<file path="src/rtl/demux_pkg.sv">
// Shared types and constants for the 8-to-1 demux deserializer.
package demux_pkg;
  localparam int N  = 8;
  localparam int SW = 3;

  typedef enum logic {IDLE, SHIFT} state_t;

  localparam logic [N-1:0] O_RST = '0;
endpackage

</file>
<file path="src/rtl/demux_deser_sel_counter.sv">
// Select counter: clear wins over load-1, which wins over increment.
module sel_counter #(
  parameter int N  = demux_pkg::N,
  parameter int SW = demux_pkg::SW
) (
  input  logic          clk,
  input  logic          clr,
  input  logic          load1,
  input  logic          inc,
  output logic [SW-1:0] s,
  output logic          term
);
  always_ff @(posedge clk) begin
    if (clr)        s <= '0;
    else if (load1) s <= SW'(1);
    else if (inc)   s <= s + SW'(1);
  end

  assign term = (s == SW'(N-1));
endmodule

</file>
<file path="src/rtl/demux_deser.sv">
// Serial-to-parallel receiver: bit y lands in position s; full word goes to o with a valid pulse.
module demux_deser #(
  parameter int N  = demux_pkg::N,
  parameter int SW = demux_pkg::SW
) (
  input  logic          clk,
  input  logic          rst,
  input  logic          y,
  input  logic          start,
  input  logic          en,
  output logic [SW-1:0] s,
  output logic [N-1:0]  o,
  output logic          valid,
  output logic          busy
);
  import demux_pkg::*;

  state_t state_q, state_d;
  logic   term, done, shift_wr;
  // The top bit never passes through the shadow; it goes straight into o.
  logic [N-2:0] sh, sh_we;

  sel_counter #(.N(N), .SW(SW)) u_sel (
    .clk   (clk),
    .clr   (rst || done),
    .load1 (start),
    .inc   (shift_wr || done),
    .s     (s),
    .term  (term)
  );

  always_comb begin
    state_d  = state_q;
    done     = 1'b0;
    shift_wr = 1'b0;
    unique case (state_q)
      IDLE: if (start) state_d = SHIFT;
      SHIFT: begin
        if (start) state_d = SHIFT;
        else if (en && term) begin
          done    = 1'b1;
          state_d = IDLE;
        end else if (en) shift_wr = 1'b1;
      end
      default: state_d = IDLE;
    endcase
  end

  always_comb begin
    sh_we = '0;
    for (int i = 0; i < N-1; i++)
      sh_we[i] = (start && i == 0) || (shift_wr && s == SW'(i));
  end

  always_ff @(posedge clk) begin
    if (rst) begin
      state_q <= IDLE;
      sh      <= '0;
      o       <= N'(O_RST);
      valid   <= 1'b0;
    end else begin
      state_q <= state_d;
      for (int i = 0; i < N-1; i++)
        if (sh_we[i]) sh[i] <= y;
      if (done) o <= {y, sh};
      valid <= done;
    end
  end

  assign busy = (state_q == SHIFT);
endmodule

</file>
<file path="config.mk">
export PLATFORM = sky130hd
export DESIGN_NAME = demux_deser
export DESIGN_NICKNAME = d
export VERILOG_FILES = /design/src/rtl/demux_pkg.sv /design/src/rtl/demux_deser_sel_counter.sv /design/src/rtl/demux_deser.sv
export SDC_FILE = /design/constraint.sdc
export NUM_CORES = 1
export LEC_CHECK = 0
export CAP_MARGIN = 25
export CORE_UTILIZATION = 48
export CTS_CLUSTER_DIAMETER = 100
export DETAILED_ROUTE_END_ITERATION = 6
export PLACE_DENSITY = 0.77
export RECOVER_POWER = 50
export SYNTH_ARGS = -nofsm -noshare
export SYNTH_HDL_FRONTEND = slang
export SYNTH_SLANG_ARGS = --single-unit
</file>
<file path="constraint.sdc">
create_clock -name clk -period 1.9 [get_ports clk]
set_input_delay 0.38 -clock clk [delete_from_list [all_inputs] [get_ports clk]]
set_output_delay 0.38 -clock clk [all_outputs]
set_load 0.005 [all_outputs]
</file>
==> out/metrics.yaml, run 1 <==
clkPwrFrac_pct: 27.2
post_cts_buffers: 0
hold_viol: 0
cap_violations: 0
numClockSinks: 20
hold_buffers: 0
ys_ff_latch: 20
crit_path_top_delay_cell: "dfxtp_1"
finalSetupViolCount: 0
yosysSeqAreaShare_pct: 47.5
cts_root_buffer: "clkbuf_4"
grt_overflow_total: 0
grt_max_degree: 11
finalCriticalPeriod_ns: 1.70
ctsResizeCount: 0
die-width_um: 43.9
cp_max_fo: 8
synth_warnings: 0
final_nets: 112
antennaDiodeCount: 0
finalClockSkew_ns: 0.00537
coreArea_sq_um: 1580
num_rows: 14
synth_edf_count: 0
p_sw_share_pct: 21.3
drc: 0
clockBufferDepth: 2
worst_skew_pair.late_latency_ns: 0.28
slowest_delay_ns: 0.37
ant_nets: 0
grt_pass1_vias: 597
p_sw_uw: 144
cp_cell_sequence: "ha_1 > ha_1 > nor4bb_1 > buf_4 > nand3_1 > mux2i_1"
gp_congestion: 0.869
num_vias: 624
synth-async-reset-ratio_pct: 0
finish.utilization_pct: 67.4
die_h_um: 43.9
slew_headroom_pct: 75.4
synthCells: 78
htree_levels: 1
finalCritPeriodShare_pct: 89.2
synthToLayoutAreaGrowth_pct: 26.0
finalMaxSlewViolations: 0
worstSetupPathType: "register to register"
place_hpwl_um: 1150
synth_largest_area_cell: "dfxtp_1"
wl_per_cell_um: 13.2
holdWs_ns: 0.473
outcome: "finished, final reports clean"
antenna_found_initial: 0
dr.pass1.iters: 5
synth_top_area_share_pct: 47.5
power.total_uw: 675
start_util_pct: 53.5
wirelength_um: 1520
yosysUniqueCellTypes: 24
ios: 18
p_int_uw: 531
grt_pass1_wl_um: 2570
power_per_cell_area_nw_per_um2: 635
die_area_sq_um: 1930
cts_buffers: 3
synth_ff_type: "dfxtp_1"
drt_iter0_drc: 12
seqPwrFrac_pct: 63.9
drive_gt1_share_pct: 9.09
io_buffers: 17
min_path_type: "register to register"
leakage_uw: 0.000476
crit_arrival_ns: 1.86
grt_setup_unrepaired: "no"
netlist_area_sq_um: 843
p_comb_share_pct: 8.9
irDropWorstVdd_v: 0.000482
required_ns: 2.07
clkTransAtPathRegs_ns: 0.10
dp_cells: 112
tightest_slew_ns: 0.369
yosys-top-cells-area: "dfxtp_1, ha_1, a22o_1"
cts_tree: "built"
fin_tns_setup_ns: 0
syn_area_per_cell_sq_um: 10.8
fmax_ghz: 0.590
critical_path.most_common_cell: "ha_1"
grt_usage_pct: 18.1
vias_per_cell: 5.43
final_cells: 115
synthesis.nets: 89
cp-start-kind: "register"
critPathCaptureType: "register"
## power by group through the flow
| stage | Sequential [uW] | Clock (uW) | Combinational, uW |
|---|---|---|---|
| after floorplan | 440 | 0 | 32.0 |
| after global placement | 441 | 0 | 59.3 |
| after detailed placement | 441 | 0 | 60.3 |
| after CTS | 431 | 192 | 60.6 |
| after global routing | 432 | 213 | 65.7 |
| final | 431 | 184 | 59.9 |
## cell families (layout without fill, tap and decap cells)
kind of cell / Yosys count / count (layout) / synth area share, %
buffers and inverters: 6 / 27 / 4.01
AO/OA/AOI/OAI: 14 / 14 / 13.5
adder cells (fa/ha/maj): 6 / 6 / 8.90
flip-flops: 20 / 20 / 47.5
XOR/XNOR: 1 / 1 / 1.04
multiplexers: 7 / 7 / 8.31
AND/OR/NAND/NOR: 24 / 24 / 16.8
## cells in the final DEF, fill, tap and decap left out, types with 4 or more instances in the layout
| cell | instances |
|---|---|
| mux2i_1 | 7 |
| buf_4 | 4 |
| dfxtp_1 | 20 |
| nand3_1 | 6 |
| clkdlybuf4s50_1 | 6 |
| ha_1 | 6 |
| nand2b_1 | 8 |
| dlygate4sd3_1 | 11 |
| a22o_1 | 8 |
## sequential cells by signal, indices dropped and copies added (netlist names)
register	cells
sh	7
u_sel.s	3
o	8
busy	1
valid	1
## Yosys cell counts (2+ instances only)
library cell	n
nand3_1	6
a22o_1	8
nand2b_1	8
a21oi_1	2
inv_1	3
nand2_1	2
nor2_1	2
mux2i_1	7
dfxtp_1	20
ha_1	6
## final cells by class
| cell class | count | area [sq um] |
|---|---|---|
| fillers | 131 | 514 |
| multi-input cells | 52 | 408 |
| flip-flops and latches | 20 | 400 |
| repair buffers | 21 | 200 |
| clock buffers | 3 | 22.5 |
| well taps | 16 | 20.0 |
| inverters | 3 | 11.3 |
## path summary, 6_finish.rpt
check | depth (start not counted) | from | end | slack (ns)
min | 1 | sh[4]$_SDFFE_PP0P_ | o[4]$_SDFFE_PP0P_ | 0.47
min reg2reg | 1 | sh[4]$_SDFFE_PP0P_ | o[4]$_SDFFE_PP0P_ | 0.47
max reg2reg | 6 | u_sel.s[0]$_SDFFE_PP0P_ | sh[6]$_SDFFE_PP0P_ | 0.20
max | 6 | u_sel.s[0]$_SDFFE_PP0P_ | sh[6]$_SDFFE_PP0P_ | 0.20
## critical path: cells and delay by family, from the launching register on
| kind | cells | cell delay, ns |
|---|---|---|
| buffers and inverters | 1 | 0.21 |
| and+or+nand+nor | 2 | 0.40 |
| adders and majority gates | 2 | 0.46 |
| DFF | 1 | 0.37 |
| muxes | 1 | 0.14 |
## per-stage QoR
step	instance area, sq um	setup slack (ns)
6_report	1060	0.205
5_1_grt	1060	0.0531
4_1_cts	1060	0.193
3_5_place_dp	1040	0.108
3_3_place_gp	1040	0.143
2_1_floorplan	843	0.372
## per-layer routing
metal	share of wire, %	global-route usage, %	wire length, um
met5	0	0	0
met3	3.4	3.75	51
met4	0.66	5.45	10
met1	51	24.5	769
met2	45	29.0	687
Power figures use the tool's default switching activity.
==> inputs of run 2 (changes only) <==
ABC_CLOCK_PERIOD_IN_PS = 1900   (was not set)
==> results of run 2 <==
No change in the layout: final DEF, timing and power equal those of run 1.
